## src/rtl/core_issue_window_if.sv

```systemverilog
// core_issue_window_if: fetch, ALU lane, preempt handshake, load writeback and status
// signals of the issue window. The window uses the slave view; its environment uses master.
interface core_issue_window_if #(
  parameter int unsigned ISSUE_W = 2,
  parameter int unsigned PC_W    = 8
);
  logic                      fetch_valid_i;
  logic                      fetch_ready_o;
  logic [15:0]               fetch_instr_i;
  logic [PC_W-1:0]           fetch_pc_i;
  logic [ISSUE_W-1:0]        alu_valid_o;
  logic [16*ISSUE_W-1:0]     alu_instr_o;
  logic [PC_W*ISSUE_W-1:0]   alu_pc_o;
  logic                      pre_valid_o;
  logic                      pre_ready_i;
  logic [15:0]               pre_instr_o;
  logic [PC_W-1:0]           pre_pc_o;
  logic                      pre_done_i;
  logic                      pre_flush_i;
  logic                      ld_wb_valid_i;
  logic [3:0]                ld_wb_rd_i;
  logic [15:0]               dirty_o;
  logic                      halted_o;

  modport slave (
    input  fetch_valid_i, fetch_instr_i, fetch_pc_i, pre_ready_i, pre_done_i, pre_flush_i,
           ld_wb_valid_i, ld_wb_rd_i,
    output fetch_ready_o, alu_valid_o, alu_instr_o, alu_pc_o, pre_valid_o, pre_instr_o,
           pre_pc_o, dirty_o, halted_o
  );

  modport master (
    output fetch_valid_i, fetch_instr_i, fetch_pc_i, pre_ready_i, pre_done_i, pre_flush_i,
           ld_wb_valid_i, ld_wb_rd_i,
    input  fetch_ready_o, alu_valid_o, alu_instr_o, alu_pc_o, pre_valid_o, pre_instr_o,
           pre_pc_o, dirty_o, halted_o
  );
endinterface

```

## src/rtl/core_issue_window.sv

```systemverilog
// core_issue_window: circular window of fetched TOY instructions. Issues up to ISSUE_W
// in-order ALU ops (1-7) per cycle and hands memory/control/halt ops (0, 8-F) one at a
// time to the preempt unit. Pending load destinations are tracked in a 16-bit scoreboard.
// Optional build macro CORE_ISSUE_STATS_EN adds saturating issue/stall counters.
module core_issue_window #(
  parameter int unsigned DEPTH   = 4,
  parameter int unsigned ISSUE_W = 2,
  parameter int unsigned PC_W    = 8
) (
  input  logic                 clk_i,
  input  logic                 rst_i,
`ifdef CORE_ISSUE_STATS_EN
  output logic [31:0]          stat_issued_o,
  output logic [31:0]          stat_stall_o,
`endif
  core_issue_window_if.slave   bus
);

  localparam int unsigned PtrW = (DEPTH > 1) ? $clog2(DEPTH) : 1;
  localparam int unsigned CntW = $clog2(DEPTH + 1);

  typedef enum logic [1:0] {StRun, StWaitAcc, StWaitDone, StHalted} state_e;

  // Instruction field helpers: [15:12] op, [11:8] rd, [7:4] rs, [3:0] rt.
  function automatic logic is_alu(input logic [3:0] op);
    return (op >= 4'h1) && (op <= 4'h7);
  endfunction

  function automatic logic [15:0] src_mask(input logic [15:0] ins);
    logic [15:0] m;
    m = '0;
    case (ins[15:12])
      4'h1, 4'h2, 4'h3, 4'h4, 4'h5, 4'h6: m = (16'h1 << ins[7:4]) | (16'h1 << ins[3:0]);
      4'h9, 4'hC, 4'hD, 4'hE:             m = 16'h1 << ins[11:8];
      4'hA:                               m = 16'h1 << ins[3:0];
      4'hB:                               m = (16'h1 << ins[11:8]) | (16'h1 << ins[3:0]);
      default:                            m = '0;
    endcase
    return m;
  endfunction

  function automatic logic [15:0] dst_mask(input logic [15:0] ins);
    logic [15:0] m;
    m = '0;
    case (ins[15:12])
      4'h1, 4'h2, 4'h3, 4'h4, 4'h5, 4'h6, 4'h7, 4'h8, 4'hA, 4'hF: m = 16'h1 << ins[11:8];
      default:                                                    m = '0;
    endcase
    return m;
  endfunction

  // Destination is checked too so a younger write cannot overtake an in-flight load.
  function automatic logic hazard(input logic [15:0] ins, input logic [15:0] dirty);
    return |((src_mask(ins) | dst_mask(ins)) & dirty);
  endfunction

  logic [15:0]         instr_q [DEPTH];
  logic [PC_W-1:0]     pc_q    [DEPTH];
  logic [PtrW-1:0]     head_q, tail_q;
  logic [CntW-1:0]     count_q;
  logic [15:0]         dirty_q, dirty_d;
  state_e              state_q;
  logic                pre_valid_q;
  logic [15:0]         pre_instr_q;
  logic [PC_W-1:0]     pre_pc_q;

  logic                issue_en, fetch_ready, push, accept, flush, pre_cand;
  logic [15:0]         head_instr;
  logic [CntW-1:0]     n_alu, pop;
  logic [ISSUE_W-1:0]  alu_valid;
  logic [16*ISSUE_W-1:0]   alu_instr;
  logic [PC_W*ISSUE_W-1:0] alu_pc;

  assign issue_en    = (state_q == StRun) && !rst_i;
  assign fetch_ready = (count_q < CntW'(DEPTH)) && (state_q != StHalted) && !rst_i;
  assign push        = bus.fetch_valid_i && fetch_ready;
  assign accept      = (state_q == StWaitAcc) && bus.pre_ready_i;
  assign flush       = (state_q == StWaitDone) && bus.pre_done_i && bus.pre_flush_i;
  assign head_instr  = instr_q[head_q];
  assign pop         = n_alu + CntW'(accept);

  // In-order ALU scan from head; stops at the first slot that cannot issue.
  always_comb begin
    logic            stop;
    logic [15:0]     issued_rd;
    logic [PtrW-1:0] idx;
    logic [15:0]     ins;
    alu_valid = '0;
    alu_instr = '0;
    alu_pc    = '0;
    n_alu     = '0;
    stop      = 1'b0;
    issued_rd = '0;
    idx       = '0;
    ins       = '0;
    for (int k = 0; k < ISSUE_W; k++) begin
      idx = head_q + PtrW'(k);
      ins = instr_q[idx];
      if (!stop && issue_en && (k < int'(count_q)) && is_alu(ins[15:12]) &&
          !hazard(ins, dirty_q) && ((src_mask(ins) & issued_rd) == 16'h0)) begin
        alu_valid[k]               = 1'b1;
        alu_instr[16*k +: 16]      = ins;
        alu_pc[PC_W*k +: PC_W]     = pc_q[idx];
        n_alu                      = n_alu + CntW'(1);
        if (ins[11:8] != 4'h0) issued_rd = issued_rd | dst_mask(ins);
      end else begin
        stop = 1'b1;
      end
    end
  end

  // Head may go to the preempt unit only when no ALU op issues; halt waits for a clean scoreboard.
  always_comb begin
    pre_cand = issue_en && (n_alu == '0) && (count_q != '0) && !is_alu(head_instr[15:12]) &&
               !hazard(head_instr, dirty_q) &&
               ((head_instr[15:12] != 4'h0) || (dirty_q == 16'h0));
  end

  // Scoreboard next state: writeback clears, accepted load sets (set wins), R0 never dirty.
  always_comb begin
    dirty_d = dirty_q;
    if (bus.ld_wb_valid_i) dirty_d[bus.ld_wb_rd_i] = 1'b0;
    if (accept && ((pre_instr_q[15:12] == 4'h8) || (pre_instr_q[15:12] == 4'hA)) &&
        (pre_instr_q[11:8] != 4'h0)) begin
      dirty_d[pre_instr_q[11:8]] = 1'b1;
    end
    dirty_d[0] = 1'b0;
  end

  // Slot storage; contents need no reset because occupancy is tracked by count.
  always_ff @(posedge clk_i) begin
    if (push && !flush) begin
      instr_q[tail_q] <= bus.fetch_instr_i;
      pc_q[tail_q]    <= bus.fetch_pc_i;
    end
  end

  // Window pointers, occupancy and scoreboard.
  always_ff @(posedge clk_i) begin
    if (rst_i) begin
      head_q  <= '0;
      tail_q  <= '0;
      count_q <= '0;
      dirty_q <= '0;
    end else begin
      dirty_q <= dirty_d;
      if (flush) begin
        head_q  <= tail_q;
        count_q <= '0;
      end else begin
        head_q  <= head_q + PtrW'(pop);
        tail_q  <= tail_q + PtrW'(push);
        count_q <= count_q + CntW'(push) - pop;
      end
    end
  end

  // Preempt handshake FSM with registered offer held stable until accepted.
  always_ff @(posedge clk_i) begin
    if (rst_i) begin
      state_q     <= StRun;
      pre_valid_q <= 1'b0;
      pre_instr_q <= '0;
      pre_pc_q    <= '0;
    end else begin
      unique case (state_q)
        StRun: begin
          if (pre_cand) begin
            state_q     <= StWaitAcc;
            pre_valid_q <= 1'b1;
            pre_instr_q <= head_instr;
            pre_pc_q    <= pc_q[head_q];
          end
        end
        StWaitAcc: begin
          if (bus.pre_ready_i) begin
            pre_valid_q <= 1'b0;
            pre_instr_q <= '0;
            pre_pc_q    <= '0;
            case (pre_instr_q[15:12])
              4'h8, 4'hA: state_q <= StRun;
              4'h0:       state_q <= StHalted;
              default:    state_q <= StWaitDone;
            endcase
          end
        end
        StWaitDone: begin
          if (bus.pre_done_i) state_q <= StRun;
        end
        StHalted: state_q <= StHalted;
        default:  state_q <= StRun;
      endcase
    end
  end

  assign bus.fetch_ready_o = fetch_ready;
  assign bus.alu_valid_o   = alu_valid;
  assign bus.alu_instr_o   = alu_instr;
  assign bus.alu_pc_o      = alu_pc;
  assign bus.pre_valid_o   = pre_valid_q;
  assign bus.pre_instr_o   = pre_instr_q;
  assign bus.pre_pc_o      = pre_pc_q;
  assign bus.dirty_o       = dirty_q;
  assign bus.halted_o      = (state_q == StHalted);

`ifdef CORE_ISSUE_STATS_EN
  logic [31:0] stat_issued_q, stat_stall_q;
  logic [32:0] issued_sum;
  logic        stall;

  // Issue count includes accepted preempt ops; stall means occupied, running, nothing moving.
  always_comb begin
    issued_sum = {1'b0, stat_issued_q} + 33'(n_alu) + 33'(accept);
    stall      = (count_q != '0) && issue_en && (n_alu == '0) && !pre_cand;
  end

  // Saturating statistics counters.
  always_ff @(posedge clk_i) begin
    if (rst_i) begin
      stat_issued_q <= '0;
      stat_stall_q  <= '0;
    end else begin
      stat_issued_q <= issued_sum[32] ? 32'hFFFF_FFFF : issued_sum[31:0];
      if (stall && (stat_stall_q != 32'hFFFF_FFFF)) stat_stall_q <= stat_stall_q + 32'd1;
    end
  end

  assign stat_issued_o = stat_issued_q;
  assign stat_stall_o  = stat_stall_q;
`endif

endmodule

```

## src/flat_wrapper.sv

```systemverilog
// flat-port wrapper written by rule: the top's interface ports become plain ports
module core_issue_window_flat 
#(
  parameter int unsigned DEPTH   = 4,
  parameter int unsigned ISSUE_W = 2,
  parameter int unsigned PC_W    = 8
)
  (clk_i, rst_i, bus_fetch_valid_i, bus_fetch_instr_i, bus_fetch_pc_i, bus_pre_ready_i, bus_pre_done_i, bus_pre_flush_i, bus_ld_wb_valid_i, bus_ld_wb_rd_i, bus_fetch_ready_o, bus_alu_valid_o, bus_alu_instr_o, bus_alu_pc_o, bus_pre_valid_o, bus_pre_instr_o, bus_pre_pc_o, bus_dirty_o, bus_halted_o);
  core_issue_window_if #(.ISSUE_W(ISSUE_W), .PC_W(PC_W)) bus_i ();
  input  logic clk_i;
  input  logic rst_i;
  input wire logic [$bits(bus_i.fetch_valid_i)-1:0] bus_fetch_valid_i;
  input wire logic [$bits(bus_i.fetch_instr_i)-1:0] bus_fetch_instr_i;
  input wire logic [$bits(bus_i.fetch_pc_i)-1:0] bus_fetch_pc_i;
  input wire logic [$bits(bus_i.pre_ready_i)-1:0] bus_pre_ready_i;
  input wire logic [$bits(bus_i.pre_done_i)-1:0] bus_pre_done_i;
  input wire logic [$bits(bus_i.pre_flush_i)-1:0] bus_pre_flush_i;
  input wire logic [$bits(bus_i.ld_wb_valid_i)-1:0] bus_ld_wb_valid_i;
  input wire logic [$bits(bus_i.ld_wb_rd_i)-1:0] bus_ld_wb_rd_i;
  output wire logic [$bits(bus_i.fetch_ready_o)-1:0] bus_fetch_ready_o;
  output wire logic [$bits(bus_i.alu_valid_o)-1:0] bus_alu_valid_o;
  output wire logic [$bits(bus_i.alu_instr_o)-1:0] bus_alu_instr_o;
  output wire logic [$bits(bus_i.alu_pc_o)-1:0] bus_alu_pc_o;
  output wire logic [$bits(bus_i.pre_valid_o)-1:0] bus_pre_valid_o;
  output wire logic [$bits(bus_i.pre_instr_o)-1:0] bus_pre_instr_o;
  output wire logic [$bits(bus_i.pre_pc_o)-1:0] bus_pre_pc_o;
  output wire logic [$bits(bus_i.dirty_o)-1:0] bus_dirty_o;
  output wire logic [$bits(bus_i.halted_o)-1:0] bus_halted_o;
  assign bus_i.fetch_valid_i = bus_fetch_valid_i;
  assign bus_i.fetch_instr_i = bus_fetch_instr_i;
  assign bus_i.fetch_pc_i = bus_fetch_pc_i;
  assign bus_i.pre_ready_i = bus_pre_ready_i;
  assign bus_i.pre_done_i = bus_pre_done_i;
  assign bus_i.pre_flush_i = bus_pre_flush_i;
  assign bus_i.ld_wb_valid_i = bus_ld_wb_valid_i;
  assign bus_i.ld_wb_rd_i = bus_ld_wb_rd_i;
  assign bus_fetch_ready_o = bus_i.fetch_ready_o;
  assign bus_alu_valid_o = bus_i.alu_valid_o;
  assign bus_alu_instr_o = bus_i.alu_instr_o;
  assign bus_alu_pc_o = bus_i.alu_pc_o;
  assign bus_pre_valid_o = bus_i.pre_valid_o;
  assign bus_pre_instr_o = bus_i.pre_instr_o;
  assign bus_pre_pc_o = bus_i.pre_pc_o;
  assign bus_dirty_o = bus_i.dirty_o;
  assign bus_halted_o = bus_i.halted_o;
  core_issue_window #(.DEPTH(DEPTH), .ISSUE_W(ISSUE_W), .PC_W(PC_W)) u_core (.clk_i(clk_i), .rst_i(rst_i), .bus(bus_i));
endmodule
```

## config.mk

```make
export PLATFORM = sky130hd
export DESIGN_NAME = core_issue_window_flat
export DESIGN_NICKNAME = d
export VERILOG_FILES = /design/src/rtl/core_issue_window_if.sv /design/src/rtl/core_issue_window.sv /design/src/flat_wrapper.sv
export SDC_FILE = /design/constraint.sdc
export NUM_CORES = 1
export LEC_CHECK = 0
export BUFFER_PORTS_ARGS = -buffer_cell sky130_fd_sc_hd__buf_2
export CAP_MARGIN = 30
export CORE_UTILIZATION = 53
export CTS_CLUSTER_SIZE = 20
export DETAILED_ROUTE_END_ITERATION = 12
export GPL_ROUTABILITY_DRIVEN = 1
export PLACE_DENSITY = 0.82
export SLEW_MARGIN = 20
export SYNTH_ARGS = -nofsm -noshare
export SYNTH_HDL_FRONTEND = slang
export SYNTH_SLANG_ARGS = --single-unit
export TNS_END_PERCENT = 1
```

## constraint.sdc

```tcl
create_clock -name clk_i -period 5.2 [get_ports clk_i]
set_input_delay 0.26 -clock clk_i [delete_from_list [all_inputs] [get_ports clk_i]]
set_output_delay 0.26 -clock clk_i [all_outputs]
set_load 0.01 [all_outputs]
```

==> summary.txt, run 1 <==
TritonCTS Buffers - 17
final WL - 30650 um
Synth Area in XOR/XNOR - 0.7684%
CTS Sinks - 145
nets - 1111
DRC viols - 0
Netlist cell types - 82
ANT nets after route - 0
# IOs - 128
Worst setup EP type - flop
Crit path required time - 5.55 ns
hold violation total from the final report - 0
fmax - 0.1856 GHz
power share of the clock group - 22.2%
Seq cells post-synth - 145
clk buf depth - 2
worst-margin pin slew - 0.7475 ns
Antenna diodes - 0
routed vias - 8535
Post-DP HPWL - 21080 um
die area - 17730 um^2
Final WS setup - -0.1876 ns
layout cells sized above 1 - 41.23%
Mapped Cells - 830
initial cell density of the core - 54.60%
Yosys warnings - 0
FP Rows - 47
Core Area - 16700 um^2
Post-Place Cell Area - 10650 um^2
Critical Path Start Type - flop
Lkg Pwr - 4.492 nW
Post-Synth Adder-Cell Area - 1.674%
met2 Usage GRT - 55.09%
Syn Area/Cell - 10.99 um^2
number of global-route vias before repair - 8144
CP Launch Point - u_core.head_q[0]
crit-path max FO - 7
most used routing layer - met2
Fill cells - 1182
fin area - 11720 um^2
Net Switching - 2.093 mW
Pwr per Cell Area - 463.4 nW/um^2
Setup Skew - 0.01324 ns
DRT iter0 DRCs - 1192
R2R cell count - 19
TritonCTS clock tree - yes
Slew Viols, Final - 0
root buf cell - clkbuf_16
Comb power frac - 52.1%
setup slack, reg-to-reg - -0.19 ns
min cycle time layout - 5.388 ns
Hold Crit Class - in -> reg
EDFF count, synth - 96
Buffers on Ports - 124
TritonRoute pass-1 iters - 5
Post-Syn Area - 9119 um^2
status - finished, violations left
initial antenna violation count - 0
GP Congestion - 0.9788
Tcrit/Tclk final - 103.6%
critical path endpoint - u_core.count_q[2]
Max-Cap Viols - 0
first-pass GRT wire length - 45750 um
Area growth syn-to-layout - 28.50%
mean routed wirelength per cell - 23.63 um
hold_buf cts - 0
sequential cell area fraction in the yosys report - 42.37%
failing checks - negative setup slack
internal power - 3.336 mW
Slew headroom - 48.88%
fin util - 70.16%
met1 usage - 44.32%
largest family of logic cells by synthesized area - simple AND/OR/NAND/NOR gates
drt via density - 6.581
Compound-Gate Fraction of Synth Area - 12.73%
Die Span Y - 133.2 um
unrepaired setup endpoints after global routing - yes
VDD IR max - 0.0003019 V
crit path DAT - 5.73 ns
overflow left after global routing - 0
final setup TNS - -0.1917 ns
Total GRT Usage - 34.09%
worst skew pair latency - 0.43 ns
Worst R2R End - u_core.count_q[2]
largest net degree at the start of global routing - 50
sw frac - 38.55%
multiplexer share of the synthesized area - 14.85%
Clock Pin Slew Worst Setup and Hold Paths - 0.06 ns
Final setup viols - 2
met3 Use GR - 6.811%
sequential share of power - 25.7%
Synth Area in Simple Gates - 22.52%
Die W - 133.2 um
share of synthesized registers carrying an async set or reset - 0%
FF-to-FF Start - u_core.head_q[0]
# H-tree levels - 4
critical path class - reg -> reg
Synth Flop Type - edfxtp_1
Power Total - 5.429 mW
Hold WS - 0.04081 ns
cells by family after synthesis:
| logic type | count (synthesis) |
|---|---|
| xor+xnor | 8 |
| flops | 145 |
| mux | 75 |
| compound gates | 171 |
| buf+inv | 89 |
| fa+ha+maj | 11 |
| other cells | 1 |
| simple gates | 330 |
routing by layer:
metal | wire length [um] | vias up
met5 | 0 | -
met4 | 1273 | 0
met3 | 2670 | 113
met2 | 14630 | 547
met1 | 12080 | 4145
li1 | - | 3730
layout by cell type, fill, tap and decap left out, types with 5 or more instances in the layout:
cell type and n:
a21oi_1 44, a31oi_1 5, a41oi_1 5, and2_1 7, and3_1 21, buf_2 124, buf_4 142, buf_6 10
clkbuf_16 17, dfxtp_1 47, edfxtp_1 96, ha_1 7, inv_1 20, mux2_2 11, mux2i_1 15, mux4_2 47
nand2_1 61, nand2b_1 11, nand3_1 20, nand3b_1 7, nand4_1 19, nand4b_1 13, nor2_1 44, nor2b_1 12
nor3_1 17, nor3b_1 9, nor3b_2 18, nor4_1 13, nor4b_1 7, nor4bb_1 7, o211ai_1 34, o21ai_0 26
o22ai_1 7, o32ai_1 6
cell usage after synthesis (8+ instances only):
cell | instances | share of area, %
edfxtp_1 | 96 | 32
nand2_1 | 62 | 2.6
dfxtp_1 | 49 | 11
mux4_2 | 47 | 12
nor2_1 | 47 | 1.9
a21oi_1 | 44 | 2.4
o211ai_1 | 34 | 2.8
clkbuf_1 | 30 | 1.2
o21ai_0 | 27 | 1.5
inv_1 | 22 | 0.91
and3_1 | 21 | 1.4
nand3_1 | 21 | 1.2
nand4_1 | 19 | 1.3
nor3_1 | 19 | 1.0
buf_2 | 17 | 0.93
nor3b_2 | 17 | 2.3
mux2i_1 | 16 | 1.8
nand4b_1 | 13 | 1.2
nor4_1 | 13 | 0.89
nor2b_1 | 12 | 0.82
mux2_2 | 11 | 1.4
nand2b_1 | 11 | 0.75
nor3b_1 | 10 | 0.82
buf_4 | 9 | 0.74
ha_1 | 9 | 1.2
buf_6 | 8 | 0.99
through the flow:
step                setup WS (ns)  instances
floorplan                0.005104        832
CTS                       0.02421       1288
detailed placement        -0.1118       1235
finish                    -0.1876       1297
global route              -0.3281       1297
global placement          -0.1066       1235
power groups by stage:
| stage | combinational, mW | sequential, mW | clock (mW) |
|---|---|---|---|
| 3_5_place_dp | 2.39 | 1.43 | 0 |
| 2_1_floorplan | 1.53 | 1.40 | 0 |
| 3_3_place_gp | 2.37 | 1.42 | 0 |
| 5_1_grt | 2.98 | 1.40 | 1.26 |
| 6_report | 2.83 | 1.39 | 1.21 |
| 4_1_cts | 2.60 | 1.39 | 1.21 |
area by class of cell:
| cell class | instances | area (um^2) | share of cell area, % |
|---|---|---|---|
| repair buffers | 281 | 1907 | 16.27 |
| flip-flops and latches | 145 | 3871 | 33.04 |
| multi-input cells | 598 | 5000 | 42.67 |
| inverters | 22 | 85.08 | 0.7261 |
| well taps | 220 | 275.3 | 2.349 |
| clock buffers | 17 | 425.4 | 3.631 |
| clock inverters | 14 | 153.9 | 1.313 |
sequential cells by signal (all words and copies together), names as in the netlist:
signal and flops:
u_core.bus.dirty_o 15, u_core.bus.pre_instr_o 16, u_core.bus.pre_pc_o 8, u_core.bus.pre_valid_o 1, u_core.count_q 3, u_core.head_q 2
u_core.instr_q 64, u_core.pc_q 32, u_core.state_q 2, u_core.tail_q 2
worst min path at each step:
stage | startpoint | endpoint | slack, ns | depth (start not counted)
floorplan | bus_fetch_instr_i[0] | u_core.instr_q[0][0] | 0.36 | 0
global placement | bus_fetch_pc_i[4] | u_core.pc_q[1][4] | 0.47 | 1
detailed placement | bus_fetch_pc_i[4] | u_core.pc_q[1][4] | 0.48 | 1
CTS | bus_fetch_pc_i[4] | u_core.pc_q[0][4] | 0.03 | 1
global route | bus_fetch_pc_i[2] | u_core.pc_q[2][2] | 0.03 | 1
finish | bus_fetch_instr_i[5] | u_core.instr_q[2][5] | 0.04 | 1
repair_timing:
action,in CTS,in global routing
pin swaps,17,21
endpoints found under the setup margin,2,2
setup buffers,21,10
gates resized for setup,18,31
cloned,1,0
critical path, cell delays in order (launching register included):
cell,delay [ns]
dfxtp_4,0.37
buf_12,0.13
mux4_2,0.58
buf_4,0.18
nand4b_1,0.24
buf_4,0.21
a31oi_1,0.34
o32ai_1,0.19
a221o_1,0.39
or4_4,0.56
or2_4,0.28
fa_1,0.52
inv_2,0.06
ha_4,0.27
inv_4,0.03
ha_4,0.14
fa_2,0.35
xor2_2,0.16
xnor2_1,0.13
nor3_1,0.18
Power figures use the tool's default switching activity.
==> run 2, diff against run 1 <==
--- a/config.mk
+++ b/config.mk
@@ -7,12 +7,12 @@
 export LEC_CHECK = 0
 export BUFFER_PORTS_ARGS = -buffer_cell sky130_fd_sc_hd__buf_2
 export CAP_MARGIN = 30
+export CORE_ASPECT_RATIO = 1.4
 export CORE_UTILIZATION = 53
 export CTS_CLUSTER_SIZE = 20
 export DETAILED_ROUTE_END_ITERATION = 12
 export GPL_ROUTABILITY_DRIVEN = 1
 export PLACE_DENSITY = 0.82
-export SLEW_MARGIN = 20
 export SYNTH_ARGS = -nofsm -noshare
 export SYNTH_HDL_FRONTEND = slang
 export SYNTH_SLANG_ARGS = --single-unit
==> run 2 against run 1 <==
Effect of this change: the run still ends with negative setup slack left; wire length rose by 2.9%; critical path type unchanged; hold slack got worse by 0.017 ns; combinational power fell by 2%; global-route usage rose by 2.0 points; flip-flop and latch count did not move; design area rose by 0.56%; sequential share of layout area fell by 0.18 points; clock power rose by 9.9%; largest cell class unchanged; via count rose by 0.25%; sequential power barely moved; clock-buffer cell count did not move; highest routed layer unchanged.
==> summary.txt, run 2 (same netlist as run 1, synthesis figures left out) <==
status - finished, violations left
failing checks - negative setup slack
largest net degree at the start of global routing - 50 (unchanged)
initial antenna violation count - 0 (unchanged)
final setup TNS - -0.2366 ns (-0.04487 ns)
sequential share of power - 25.4% (-0.3 points)
DRT met1 WL - 11610 um (-4.0%)
layout cells sized above 1 - 41.35% (+0.12 points)
fmax - 0.1872 GHz (+0.86%)
critical path endpoint - u_core.count_q[2]
# H-tree levels - 4 (unchanged)
final WL - 31550 um (+2.9%)
Comb power frac - 50.4% (-1.7 points)
clk buf depth - 2 (unchanged)
DR WL met3 - 2341 um (-12%)
min cycle time layout - 5.341 ns (-0.04618 ns)
Max-Cap Viols - 0 (unchanged)
crit-path max FO - 9 (+2)
routed vias - 8556 (+0.25%)
Worst R2R End - u_core.count_q[2]
overflow left after global routing - 0 (unchanged)
worst skew pair latency - 0.45 ns (+0.02 ns)
initial cell density of the core - 54.23% (-0.37 points)
die area - 17740 um^2 (about the same)
max reg flops - 64 (unchanged)
Die W - 112.9 um (-15%)
first-pass GRT wire length - 47220 um (+3.2%)
TritonRoute pass-1 iters - 7 (+2)
crit path DAT - 5.65 ns (-0.08 ns)
Min-Delay Startpoint - bus_fetch_instr_i[1]
most common cell after layout, fill and taps aside - buf_2
Slew headroom - 54.15% (+5.3 points)
Top Layer Used - met4
CP max stage cell - or4_4
nets - 1102 (-0.81%)
Tcrit/Tclk final - 102.7% (-0.89 points)
CTS Sinks - 145 (unchanged)
Antenna diodes - 0 (unchanged)
Net Switching - 2.175 mW (+3.9%)
CP max stage delay - 0.61 ns (+0.03 ns)
Clock Pin Slew Worst Setup and Hold Paths - 0.07 ns (about the same)
Crit path max-delay family - simple AND/OR/NAND/NOR gates
power share of the clock group - 24.1% (+1.9 points)
GP Congestion - 1.006 (+2.8%)
CP Depth - 21 (+2)
Power Total - 5.490 mW (+1.1%)
area of the multi-input gates - 5041 um^2 (+0.83%)
Hold Crit Class - in -> reg
R2R cell count - 21 (+2)
number of global-route vias before repair - 8295 (+1.9%)
critical path class - reg -> reg
Slew Viols, Final - 0 (unchanged)
# IOs - 128 (unchanged)
Seq. cell area - 3871 um^2 (unchanged)
Final setup viols - 2 (unchanged)
Post-Place Cell Area - 10570 um^2 (-0.72%)
Total GRT Usage - 36.05% (+2.0 points)
CP Launch Point - u_core.head_q[0]
Core Area - 16820 um^2 (+0.69%)
Post-DP HPWL - 21570 um (+2.3%)
FF-to-FF Start - u_core.head_q[0]
Critical Path Start Type - flop
drt via density - 6.726 (+2.2%)
Lkg Pwr - 4.523 nW (+0.70%)
Worst setup EP type - flop
Die Span Y - 157.2 um (+18%)
mean routed wirelength per cell - 24.80 um (+4.9%)
TritonCTS Buffers - 17 (unchanged)
internal power - 3.315 mW (-0.64%)
fin area - 11780 um^2 (+0.56%)
crit-path cells - buf_6 -> mux4_2 -> buf_6 -> nor3_2 -> a211oi_1 -> a21o_1 -> buf_4 -> and3_1 -> o31ai_1 -> nand4b_1 -> or4_4 -> or2_4 -> fa_1 -> inv_1 -> ha_1 -> inv_1 -> ha_2 -> fa_2 -> xor2_1 -> xnor2_1 -> nor3_2
DRC viols - 0 (unchanged)
Setup Skew - 0.01266 ns (-0.0005802 ns)
FP Rows - 56 (+19%)
sw frac - 39.62% (+1.1 points)
ANT nets after route - 0 (unchanged)
TritonCTS clock tree - yes
Pwr per Cell Area - 466.0 nW/um^2 (+0.56%)
unrepaired setup endpoints after global routing - yes
DRT iter0 DRCs - 969 (-19%)
Hold WS - 0.02427 ns (-0.01655 ns)
worst-margin pin slew - 0.6784 ns (-0.06905 ns)
hold violation total from the final report - 0 (unchanged)
setup slack, reg-to-reg - -0.14 ns (+0.05 ns)
Worst Path Buf+Inv - 5 (unchanged)
register with the most flip-flops - u_core.instr_q
Area growth syn-to-layout - 29.21%
Crit path required time - 5.50 ns (-0.05 ns)
root buf cell - clkbuf_16
commonest non-fill, non-tap cells in the layout - 124 x buf_2, 123 x buf_4, 96 x edfxtp_1, 61 x nand2_1
Buffers on Ports - 124 (unchanged)
Fill cells - 1180 (-0.17%)
VDD IR max - 0.0003596 V (+19%)
Final WS setup - -0.1414 ns (+0.04618 ns)
met2 routed WL - 15510 um (+6.1%)
[run 2: cell count changes in the layout (fill, tap and decap cells not counted), moves of 3 or more]
cell and delta:
o21ai_1 +3, clkinv_8 +4, inv_8 +3, buf_12 +4, o21ai_0 -3, clkinv_4 -4
buf_4 -19, buf_6 +5
[run 2: cell type report]
class,count,share of cell area (%)
inverter,22,0.7009
timing repair buffer,271,16.09
tap,203,2.156
multi-input combinational,599,42.78
clock inverter,15,1.805
clock buffer,17,3.610
sequential,145,32.86
[run 2: worst min-delay path by stage]
stage,to,cells after the start
6_report,u_core.instr_q[0][1],1
5_1_grt,u_core.instr_q[3][1],1
4_1_cts,u_core.instr_q[1][1],1
3_5_place_dp,u_core.instr_q[1][1],1
3_3_place_gp,u_core.instr_q[3][5],1
2_1_floorplan,u_core.instr_q[0][0],0
[run 2: layer usage]
layer / vias up / global-route usage, %
li1: 3712 / -
met3: 152 / 6.816
met5: - / 0
met4: 0 / 24.37
met1: 4125 / 42.60
met2: 567 / 59.94
[run 2: stage by stage]
stage	worst slack [ns]	utilization, %	std cells
2_1_floorplan	0.005104	-	832
3_3_place_gp	-0.1686	62.86	1204
3_5_place_dp	-0.2628	62.86	1204
4_1_cts	-0.03200	69.78	1271
5_1_grt	-0.2752	70.07	1272
6_report	-0.1414	70.07	1272
[run 2: what timing repair did]
action                                  CTS  global route
buffers inserted                         33             1
endpoints found under the setup margin    2             4
pin swaps                                25             7
gates resized for setup                  49            11
gates cloned                              2             0
hold buffers                              0             0
[run 2: power groups by stage]
stage                     clock network [mW]  registers, mW  logic (mW)
after global placement                     0           1.41        2.36
after global routing                    1.37           1.40        2.91
after CTS                               1.32           1.39        2.67
after detailed placement                   0           1.42        2.37
after floorplan                            0           1.40        1.53
final                                   1.33           1.40        2.77
[run 2: worst register-to-register path, stage by stage (launching register included)]
cell      delay (ns)
dfxtp_4         0.43
buf_6           0.15
mux4_2          0.52
buf_6           0.17
nor3_2          0.21
a211oi_1        0.07
a21o_1          0.20
buf_4           0.17
and3_1          0.20
o31ai_1         0.23
nand4b_1        0.13
or4_4           0.61
or2_4           0.27
fa_1            0.47
inv_1           0.06
ha_1            0.28
inv_1           0.05
ha_2            0.18
fa_2            0.35
xor2_1          0.15
xnor2_1         0.24
nor3_2          0.08
